<file path="config.mk">
export PLATFORM = sky130hd
export DESIGN_NAME = uart_cmd_responder
export DESIGN_NICKNAME = d
export VERILOG_FILES = /design/src/rtl/uart_cmd_responder.sv
export SDC_FILE = /design/constraint.sdc
export NUM_CORES = 1
export LEC_CHECK = 0
export BUFFER_PORTS_ARGS = -buffer_cell sky130_fd_sc_hd__buf_2
export CORE_MARGIN = 5
export CORE_UTILIZATION = 40
export CTS_CLUSTER_SIZE = 16
export DETAILED_ROUTE_END_ITERATION = 8
export HOLD_SLACK_MARGIN = 0.1
export RECOVER_POWER = 50
export SETUP_SLACK_MARGIN = 0.05
export SYNTH_ARGS = -nofsm -noshare
export SYNTH_HDL_FRONTEND = slang
export SYNTH_SLANG_ARGS = --single-unit
</file>
<file path="constraint.sdc">
create_clock -name clk_i -period 6.6 [get_ports clk_i]
set_input_delay 1.32 -clock clk_i [delete_from_list [all_inputs] [get_ports clk_i]]
set_output_delay 1.32 -clock clk_i [all_outputs]
set_load 0.005 [all_outputs]
</file>
<file path="src/rtl/uart_cmd_responder.sv">
// uart_cmd_responder
//   Device-side command engine for the UART register-access protocol.
//   Parses host frames (CMD, ADDR_H, ADDR_L, write data) from the rx byte
//   stream, issues single/burst 16-bit register writes or reads, and returns
//   an ack byte (write) or the read data MSB first (read) to the transmitter.
// Ports
//   clk_i / rst_i               clock, asynchronous active-high reset
//   rx_data_i / rx_valid_i      received byte with 1-cycle strobe
//   tx_data_o / tx_valid_o      byte to send, held until tx_ready_i
//   tx_ready_i                  transmitter accepts when valid & ready
//   reg_addr_o                  register offset (12 bits)
//   reg_wr_o / reg_wdata_o      1-cycle write strobe and its data
//   reg_rd_o / reg_rdata_i      1-cycle read strobe; data valid next cycle
//   busy_o                      high whenever a frame is in progress
//   frame_err_o                 1-cycle pulse on timeout or foreign address
module uart_cmd_responder #(
  parameter logic [3:0]  BASEADDR    = 4'h2,
  parameter logic [7:0]  ACK_BYTE    = 8'hA5,
  parameter logic [19:0] TIMEOUT_CYC = 20'd200000
) (
  input  logic        clk_i,
  input  logic        rst_i,
  input  logic [7:0]  rx_data_i,
  input  logic        rx_valid_i,
  output logic [7:0]  tx_data_o,
  output logic        tx_valid_o,
  input  logic        tx_ready_i,
  output logic [11:0] reg_addr_o,
  output logic        reg_wr_o,
  output logic        reg_rd_o,
  output logic [15:0] reg_wdata_o,
  input  logic [15:0] reg_rdata_i,
  output logic        busy_o,
  output logic        frame_err_o
);

  typedef enum logic [3:0] {
    S_IDLE, S_ADDR_H, S_ADDR_L, S_WD_H, S_WD_L, S_WRITE, S_ACK,
    S_READ, S_RWAIT, S_TX_H, S_TX_L, S_DRAIN
  } state_t;

  state_t      state_q, state_d;
  logic        rw_q, rw_d;
  logic [3:0]  len_q, len_d;
  logic [3:0]  beat_q, beat_d;
  logic [11:0] addr_q, addr_d;
  logic [7:0]  addr_h_q, addr_h_d;
  logic [7:0]  wd_hi_q, wd_hi_d;
  logic [7:0]  rdata_lo_q, rdata_lo_d;
  logic [5:0]  drain_q, drain_d;
  logic [19:0] timer_q, timer_d;
  logic [7:0]  tx_data_q, tx_data_d;
  logic        tx_valid_q, tx_valid_d;
  logic [11:0] reg_addr_q, reg_addr_d;
  logic        reg_wr_q, reg_wr_d;
  logic        reg_rd_q, reg_rd_d;
  logic [15:0] reg_wdata_q, reg_wdata_d;
  logic        frame_err_q, frame_err_d;

  logic timed;
  logic timeout;
  logic tx_accept;

  // Only states that wait on the host are timed; waiting on the
  // transmitter or the bus never times out.
  assign timed = (state_q == S_ADDR_H) || (state_q == S_ADDR_L) ||
                 (state_q == S_WD_H)   || (state_q == S_WD_L)   ||
                 (state_q == S_DRAIN);
  // A byte arriving in the expiry cycle wins over the timeout.
  assign timeout   = timed && !rx_valid_i && ((timer_q + 20'd1) >= TIMEOUT_CYC);
  assign tx_accept = tx_valid_q && tx_ready_i;

  always_comb begin
    state_d     = state_q;
    rw_d        = rw_q;
    len_d       = len_q;
    beat_d      = beat_q;
    addr_d      = addr_q;
    addr_h_d    = addr_h_q;
    wd_hi_d     = wd_hi_q;
    rdata_lo_d  = rdata_lo_q;
    drain_d     = drain_q;
    tx_data_d   = tx_data_q;
    tx_valid_d  = tx_valid_q;
    reg_addr_d  = reg_addr_q;
    reg_wdata_d = reg_wdata_q;
    reg_wr_d    = 1'b0;
    reg_rd_d    = 1'b0;
    frame_err_d = 1'b0;
    timer_d     = (timed && !rx_valid_i) ? timer_q + 20'd1 : 20'd0;

    case (state_q)
      S_IDLE: begin
        if (rx_valid_i) begin
          rw_d    = rx_data_i[7];
          len_d   = rx_data_i[3:0];
          beat_d  = 4'd0;
          state_d = S_ADDR_H;
        end
      end
      S_ADDR_H: begin
        if (rx_valid_i) begin
          addr_h_d = rx_data_i;
          state_d  = S_ADDR_L;
        end
      end
      S_ADDR_L: begin
        if (rx_valid_i) begin
          addr_d = {addr_h_q[3:0], rx_data_i};
          if (addr_h_q[7:4] != BASEADDR) begin
            frame_err_d = 1'b1;
            // A foreign write still carries 2*(len+1) data bytes to swallow;
            // a foreign read carries none.
            if (rw_q) begin
              drain_d = {1'b0, len_q, 1'b0} + 6'd2;
              state_d = S_DRAIN;
            end else begin
              state_d = S_IDLE;
            end
          end else if (rw_q) begin
            state_d = S_WD_H;
          end else begin
            // Strobe is registered, so it is visible during S_READ and the
            // data arrives during S_RWAIT.
            reg_rd_d   = 1'b1;
            reg_addr_d = {addr_h_q[3:0], rx_data_i};
            state_d    = S_READ;
          end
        end
      end
      S_WD_H: begin
        if (rx_valid_i) begin
          wd_hi_d = rx_data_i;
          state_d = S_WD_L;
        end
      end
      S_WD_L: begin
        if (rx_valid_i) begin
          reg_wr_d    = 1'b1;
          reg_addr_d  = addr_q;
          reg_wdata_d = {wd_hi_q, rx_data_i};
          state_d     = S_WRITE;
        end
      end
      S_WRITE: begin
        addr_d = addr_q + 12'd1;
        beat_d = beat_q + 4'd1;
        if (beat_q == len_q) begin
          tx_data_d  = ACK_BYTE;
          tx_valid_d = 1'b1;
          state_d    = S_ACK;
        end else begin
          state_d = S_WD_H;
        end
      end
      S_ACK: begin
        if (tx_accept) begin
          tx_valid_d = 1'b0;
          state_d    = S_IDLE;
        end
      end
      S_READ: begin
        state_d = S_RWAIT;
      end
      S_RWAIT: begin
        rdata_lo_d = reg_rdata_i[7:0];
        tx_data_d  = reg_rdata_i[15:8];
        tx_valid_d = 1'b1;
        state_d    = S_TX_H;
      end
      S_TX_H: begin
        if (tx_accept) begin
          tx_data_d = rdata_lo_q;
          state_d   = S_TX_L;
        end
      end
      S_TX_L: begin
        if (tx_accept) begin
          tx_valid_d = 1'b0;
          addr_d     = addr_q + 12'd1;
          beat_d     = beat_q + 4'd1;
          if (beat_q == len_q) begin
            state_d = S_IDLE;
          end else begin
            reg_rd_d   = 1'b1;
            reg_addr_d = addr_q + 12'd1;
            state_d    = S_READ;
          end
        end
      end
      S_DRAIN: begin
        if (rx_valid_i) begin
          drain_d = drain_q - 6'd1;
          if (drain_q == 6'd1) begin
            state_d = S_IDLE;
          end
        end
      end
      default: state_d = S_IDLE;
    endcase

    if (timeout) begin
      frame_err_d = 1'b1;
      timer_d     = 20'd0;
      state_d     = S_IDLE;
    end
  end

  always_ff @(posedge clk_i or posedge rst_i) begin
    if (rst_i) begin
      state_q     <= S_IDLE;
      rw_q        <= 1'b0;
      len_q       <= 4'd0;
      beat_q      <= 4'd0;
      addr_q      <= 12'd0;
      addr_h_q    <= 8'd0;
      wd_hi_q     <= 8'd0;
      rdata_lo_q  <= 8'd0;
      drain_q     <= 6'd0;
      timer_q     <= 20'd0;
      tx_data_q   <= 8'd0;
      tx_valid_q  <= 1'b0;
      reg_addr_q  <= 12'd0;
      reg_wr_q    <= 1'b0;
      reg_rd_q    <= 1'b0;
      reg_wdata_q <= 16'd0;
      frame_err_q <= 1'b0;
    end else begin
      state_q     <= state_d;
      rw_q        <= rw_d;
      len_q       <= len_d;
      beat_q      <= beat_d;
      addr_q      <= addr_d;
      addr_h_q    <= addr_h_d;
      wd_hi_q     <= wd_hi_d;
      rdata_lo_q  <= rdata_lo_d;
      drain_q     <= drain_d;
      timer_q     <= timer_d;
      tx_data_q   <= tx_data_d;
      tx_valid_q  <= tx_valid_d;
      reg_addr_q  <= reg_addr_d;
      reg_wr_q    <= reg_wr_d;
      reg_rd_q    <= reg_rd_d;
      reg_wdata_q <= reg_wdata_d;
      frame_err_q <= frame_err_d;
    end
  end

  assign tx_data_o   = tx_data_q;
  assign tx_valid_o  = tx_valid_q;
  assign reg_addr_o  = reg_addr_q;
  assign reg_wr_o    = reg_wr_q;
  assign reg_rd_o    = reg_rd_q;
  assign reg_wdata_o = reg_wdata_q;
  assign frame_err_o = frame_err_q;
  assign busy_o      = (state_q != S_IDLE);

endmodule

</file>
* After elaboration in Yosys (flattened, before gate mapping)
Cells that the tools add are included.
** Storage, ports and cells
- Bits in registers :: 115
- Bits in latches :: 0
- RAM bits :: 0
- ROM bits :: 0
- Input port bits :: 28
- Memories kept :: 0
** Operators by class
- Add/subtract/negate cells :: 5
- Multiply operators :: 0
- Div/mod/pow operators :: 0
- Magnitude comparators :: 1
- Equality and inequality tests :: 37
- Shift operators :: 0
- Multiplexer cells :: 55
- Bitwise operators :: 0
- Reduce and logical (&&, ||, !) cells :: 28
** Operators with widths (count)
- $mux 12 :: 8
- $pmux 12 s3 :: 2
- $mux 4 :: 15
- $pmux 4 s12 :: 1
- $mux 20 :: 2
- $ne 3x3->1 const B :: 9
- $mux 6 :: 4
- $pmux 8 s3 :: 1
- $ne 2x2->1 const B :: 11
- $add 20x1->20 const B :: 1
- $ge 20x18->1 const B :: 1
- $eq 4x3->1 const B :: 4
- $eq 4x4->1 const B :: 4
- $mux 8 :: 2
- $reduce_bool 3->1 :: 5
- $mux 1 :: 13
- $add 12x1->12 const B :: 1
- $pmux 4 s3 :: 1
- $pmux 6 s2 :: 1
- $reduce_and 3->1 :: 4
- $reduce_and 10->1 :: 1
- $mux 3 :: 3
- $eq 4x2->1 const B :: 2
- $reduce_and 2->1 :: 4
- 20 further kinds :: 26

* Logic depth before layout (Yosys ltp)
Gate-level depths: netlist (run 1).
- Depth after elaboration :: 9
- Gate-level depth with buffers :: 9

* Worst setup path before layout (run 1)
No wires, ideal clock.
- Path kind :: in2reg
- Start :: input port rx_valid_i
- End :: register beat_q[2]
- Setup time :: 0.151 ns
- Data arrival time :: 2.676 ns
- Data required time :: 6.449 ns
- Path slack :: 3.773 ns
- Cell stages on the path :: 9
- Path buffers :: 2
- Cells stage by stage :: clkbuf_1 inv_1 nor3_1 a21oi_1 o22ai_1 clkbuf_1 nand3_1 xor2_1 nor2_1
** On the way
- Word-level cells in the longest chain between the ends :: 2
** Ends and longest elaborated chain
- start: declaration :: line 24 : input logic rx_valid_i,
- $ne 2x2->1 (no source line)
- $reduce_and 3->1 (no source line)
- end signal: assignment :: line 232 : beat_q <= beat_d;
- end: declaration :: line 45 : logic [3:0] beat_q, beat_d;
Every way passes these cells.
A chain may end at the register's enable or synchronous reset.

* Worst setup path in the final report (run 1)
- Start :: register len_q[3]
- End :: register tx_data_q[2], in the netlist tx_data_o[2]
** On the way
- Word-level cells in the longest chain between the ends :: 3
** Ends and longest elaborated chain
- start: declaration :: line 44 : logic [3:0] len_q, len_d;
- start signal: assignment :: line 231 : len_q <= len_d;
- $eq 4x4->1 :: line 148 : if (beat_q == len_q) begin
- $ne 2x2->1 (no source line)
- $reduce_and 3->1 (no source line)
- end signal: assignment :: line 239 : tx_data_q <= tx_data_d;
- end: declaration :: line 52 : logic [7:0] tx_data_q, tx_data_d;
Every way passes these cells.

==> summary.txt, run 1 <==
Status - finished with violations
Violated checks - capacitance limit, slew limit
Sink Count - 115
Via Count - 4833
# setup viols final - 0
Setup TNS - 0 ps
CTS clk-pin slew, worst paths - 50 ps
Largest net degree at the start of global routing - 71
Mean post-synth cell area - 9.36 µm²
Post-synth EDFFs - 0
Leading cell type in the layout, fill and taps excluded - dfrtp_1
Syn. warnings - 0
Final Non-Filler Cells - 895
Number of distinct library cells after synthesis - 62
RR Startpoint - len_q[3]
Hold buffers post-CTS - 0
Latest clock arrival within the worst-skew pair - 420 ps
Max Slew Vio Count - 47
H-tree Lvls - 4
Yosys reg bits - 115
Final-layout fill cell count - 1364
Total Wirelength - 14.3 mm
CTS tree - done
DP Area - 6420 µm²
Arr. time, crit path - 3600 ps
Fraction of layout cells with a size suffix above 1 - 0.176
Initial antenna violation count - 1
Critical Path Start Type - register
HPWL Detailed - 9.96 mm
Syn Inst Count - 635
Initial DRT Pass Iterations - 5
# DRC - 0
RSZ-0062 raised after global routing - false
Post-synthesis sequential area ratio - 0.484
Setup repair bufs after CTS - 0
Worst EP required - 6950 ps
Total grt overflow - 0
First DRT Iteration DRCs - 372
Tmin final - 3250 ps
Setup Skew - 10.7 ps
Die area - 17400 µm²
Achievable frequency - 0.307 GHz
Design Area, Final - 7040 µm²
Die Y - 132 µm
Crit path from - len_q[3]
HP Start - reg_addr_o[5]
CTS root buf - clkbuf_16
Synthesized cell area - 5940 µm²
Power Total - 0.00327 W
Hold WC Path Type - reg2reg
Initial Util - 0.409
Slew @ Worst Pin - 1940 ps
Die W - 132 µm
Area growth from synthesis to layout - 18.5%
Share of flip-flops with an asynchronous set or reset - 1.00
Routability cong. - 0.870
Port Buf Inserts - 68
ANT cells - 0
Final ANT Viol Nets - 0
Routed wire length per instance - 16.0 µm
VDD IR-drop max - 0.242 mV
CP max FO - 12
First-pass GRT wire length - 24.1 mm
CTS max path bufs - 2
IO Pins - 69
Final #Nets - 732
Slew HR - -0.302
Commonest non-fill, non-tap cells in the layout - dfrtp_1, nand2_1, nor2_1, a21oi_1, o21ai_0
Placed cell count - 863
Critical path class - reg2reg
Max-cap violations - 1
Vias per cell - 5.40
Num rows - 44
Synth Flop Type - dfrtp_1
Pleak - 3.05 nW
Total CTS buffers - 17
Vias in the first global route - 4674
GRT Overall Usage - 0.168
Post-cts sizing count - 0
Core Footprint - 14500 µm²
Hold_ws - 473 ps
Crit. End Element - register
Pwr Density - 465 nW/µm²
Final hold viol count - 0
Period utilisation layout - 0.493
logic make-up (layout without fill, tap and decap cells):
| group | Yosys count | in the layout | synth area share |
|---|---|---|---|
| mux | 34 | 34 | 0.0640 |
| other cells | 1 | 2 | 0.000631 |
| buf+inv | 42 | 117 | 0.0293 |
| simple gates | 253 | 253 | 0.206 |
| xor+xnor | 28 | 28 | 0.0413 |
| fa+ha+maj | 6 | 6 | 0.0126 |
| compound gates | 156 | 156 | 0.162 |
| flops | 115 | 115 | 0.484 |
metrics by stage:
stage                     worst slack (ps)   util
after CTS                             3450  0.487
after floorplan                       2240      -
final                                 3350  0.485
after detailed placement              3480  0.442
after global routing                  3020  0.485
after global placement                3530  0.442
flip-flops by register name (all words and copies together), names as in the netlist, 4 cells and up:
register and flops:
timer_q 20, reg_wdata_o 16, addr_q 12, reg_addr_o 12, addr_h_q 8, rdata_lo_q 8
tx_data_o 8, wd_hi_q 8, drain_q 6, beat_q 4, len_q 4, state_q 4
worst max-delay path: stages (launching register included):
cell,delay (ps)
dfrtp_1,430
xor2_1,180
nor4_1,1180
a31oi_1,370
nor2_1,660
o221ai_1,250
nand2_1,120
Yosys cell counts, types with 6 or more instances:
master	n	share of area
nand3_1	24	0.020
a31oi_1	8	0.0084
nand2b_1	6	0.0063
o21ai_0	48	0.040
nor2_1	74	0.047
nand2_1	91	0.057
a221oi_1	6	0.0088
inv_1	14	0.0088
ha_1	6	0.013
a21oi_1	48	0.040
mux2_2	32	0.061
xnor2_1	15	0.022
a22oi_1	6	0.0076
xor2_1	13	0.019
dfrtp_1	115	0.48
clkbuf_1	22	0.014
nor3_1	19	0.016
and3_1	6	0.0063
final cells by class:
cell class	instances	area, µm²	area share
clock inverters	14	226	0.0322
inverters	14	53.8	0.00764
clock buffers	18	429	0.0609
flip-flops and latches	115	2880	0.409
multi-input cells	479	2890	0.410
repair buffers	71	337	0.0478
well taps	184	230	0.0327
layer usage:
layer  track usage  share of wire
met1         0.231           0.48
met2         0.259           0.46
met3        0.0454          0.044
met4        0.0554          0.016
met5             0        0.00091
power breakdown:
group | total, W | switching (W) | internal (W)
clock network | 0.00101 | 0.000337 | 0.000674
logic | 0.00104 | 0.000595 | 0.000441
registers | 0.00123 | 0.000245 | 0.000980
total | 0.00327 | 0.00118 | 0.00210
final timing paths:
check,endpoint,slack (ps),depth (start not counted)
max,tx_data_o[2],3350,6
min,reg_addr_o[5],470,2
max reg2reg,tx_data_o[2],3350,6
min reg2reg,reg_addr_o[5],470,2
max in group asynchronous,tx_data_o[3],3560,3
min in group asynchronous,reg_wdata_o[13],1400,2
No activity file was read; power rests on OpenSTA's default activity.
==> inputs of run 2 (changes only) <==
==> constraint.sdc (replaced) <==
create_clock -name clk_i -period 3 [get_ports clk_i]
set_input_delay 0.6 -clock clk_i [delete_from_list [all_inputs] [get_ports clk_i]]
set_output_delay 0.6 -clock clk_i [all_outputs]
set_load 0.005 [all_outputs]
==> run 2 against run 1 <==
  * The run still ends with capacitance limit, slew limit left
  * Setup slack got worse by 3000 ps
  * Count of clock-buffer cells in the layout did not move
  * Maximum frequency rose by 21%
  * Critical path depth did not move
  * Via count rose by 3.1%
  * Clock skew rose by 0.83 ps
  * Cell area rose by 0.69%
  * Register-to-register slack got worse by 3000 ps
  * Sequential power rose by 120%
  * Critical endpoint is now state_q[3]
  * Routed wire length rose by 5.7%
  * Utilization rose by 0.34 points
  * Worst hold slack got worse by 96 ps
==> summary.txt, run 2 (synthesis results as in run 1) <==
Status - finished with violations
Violated checks - capacitance limit, slew limit
Total CTS buffers - 17
Worst EP required - 3340 ps
Stages on worst setup path - 6
Achievable frequency - 0.372 GHz
R2r worst-path depth - 6
Hold WC Path Type - in2reg
Seq. cell area - 2880 µm²
Post-cts sizing count - 0
Final Non-Filler Cells - 906
# setup viols final - 0
Setup repair bufs after CTS - 0
Routed wire length per instance - 16.7 µm
Max Slew Vio Count - 116
Die W - 132 µm
Total grt overflow - 0
DP Area - 6520 µm²
Initial antenna violation count - 1
Slew HR - -0.0542
Core Footprint - 14500 µm²
First DRT Iteration DRCs - 366
Setup Skew - 11.5 ps
Worst hold path depth - 3
Commonest non-fill, non-tap cells in the layout - dfrtp_1, nand2_1, nor2_1, buf_2
CTS max path bufs - 2
Placed cell count - 874
Post-place setup slack - 388 ps
Tmin final - 2690 ps
Final-layout fill cell count - 1360
Critical Path Start Type - register
Die area - 17400 µm²
# DRC - 0
ANT cells - 0
Arr. time, crit path - 3030 ps
Pwr Density - 1000 nW/µm²
Initial Util - 0.409
Worst path cell trace - nand2b_1 -> nor3_1 -> o21ai_0 -> o221ai_1 -> or4b_2 -> a21oi_1
Critical path class - reg2reg
Latest clock arrival within the worst-skew pair - 420 ps
Routability cong. - 0.869
Crit. End Element - register
Hold_ws - 377 ps
PnR worst setup slack - 309 ps
HPWL Detailed - 10.2 mm
Via Count - 4983
CP max FO - 14
Largest delay share family, worst path - simple AND/OR/NAND/NOR gates
CTS clk-pin slew, worst paths - 60 ps
Slowest-stage cell, CP - or4b_2
Routed wl met2 - 7.31 mm
Fraction of layout cells with a size suffix above 1 - 0.215
Vias per cell - 5.50
Top reg by flops - timer_q
GRT Overall Usage - 0.177
Slew @ Worst Pin - 1580 ps
Largest net degree at the start of global routing - 116
Total Wirelength - 15.1 mm
Design Area, Final - 7090 µm²
Num rows - 44
Met1 WL - 6.78 mm
Setup TNS - 0 ps
First-pass GRT wire length - 25.3 mm
CTS tree - done
Sink Count - 115
Final hold viol count - 0
Vias in the first global route - 4992
CTS root buf - clkbuf_16
Final #Nets - 743
Multi-input gate area - 2890 µm²
DR top layer - met5
Final ANT Viol Nets - 0
Hold buffers post-CTS - 0
IO Pins - 69
Pleak - 3.12 nW
Max FFs per register - 20
Die Y - 132 µm
Worst Path Buf+Inv - 0
Crit-path max cell delay - 700 ps
Max-cap violations - 1
Initial DRT Pass Iterations - 5
Met3 wire length - 725 µm
RSZ-0062 raised after global routing - false
H-tree Lvls - 4
Port Buf Inserts - 68
R2r setup slk - 310 ps
VDD IR-drop max - 0.438 mV
Leading cell type in the layout, fill and taps excluded - dfrtp_1
Period utilisation layout - 0.897
Area growth from synthesis to layout - 19.3%
[run 2: per-stage QoR]
step,utilization,total power (W)
floorplan,-,0.00427
global placement,0.448,0.00503
detailed placement,0.448,0.00513
CTS,0.489,0.00719
global route,0.488,0.00766
finish,0.488,0.00713
[run 2: cell type report]
cell class                      count  share of cell area
Clock buffer                       18              0.0619
Clock inverter                     14              0.0217
Inverter                           14             0.00794
Multi-Input combinational cell    479               0.408
Sequential cell                   115               0.406
Tap cell                          184              0.0325
Timing Repair Buffer               82              0.0619
[run 2: path summary, 6_finish.rpt]
kind	endpoint	startpoint
setup reg to reg	state_q[3]	state_q[2]
hold reg to reg	reg_addr_o[9]	reg_addr_o[9]
min in group asynchronous	reg_wdata_o[15]	rst_i
setup / recovery	state_q[3]	state_q[2]
hold / removal	rdata_lo_q[0]	reg_rdata_i[0]
max in group asynchronous	tx_data_o[1]	rst_i
[run 2: tightest hold or removal path: stages]
cell     delay (ps)
buf_2            70
nand2_1          40
nand2_1          40
[run 2: power by group]
part	total, W	switching (W)	internal (W)
sequential	0.00270	0.000541	0.00216
combinational	0.00240	0.00135	0.00105
clock	0.00203	0.000775	0.00125
[run 2: routing by layer]
metal,vias to the layer above,global-route usage
li1,2406,-
met1,2445,0.232
met2,105,0.278
met3,25,0.0481
met4,2,0.0703
met5,-,0
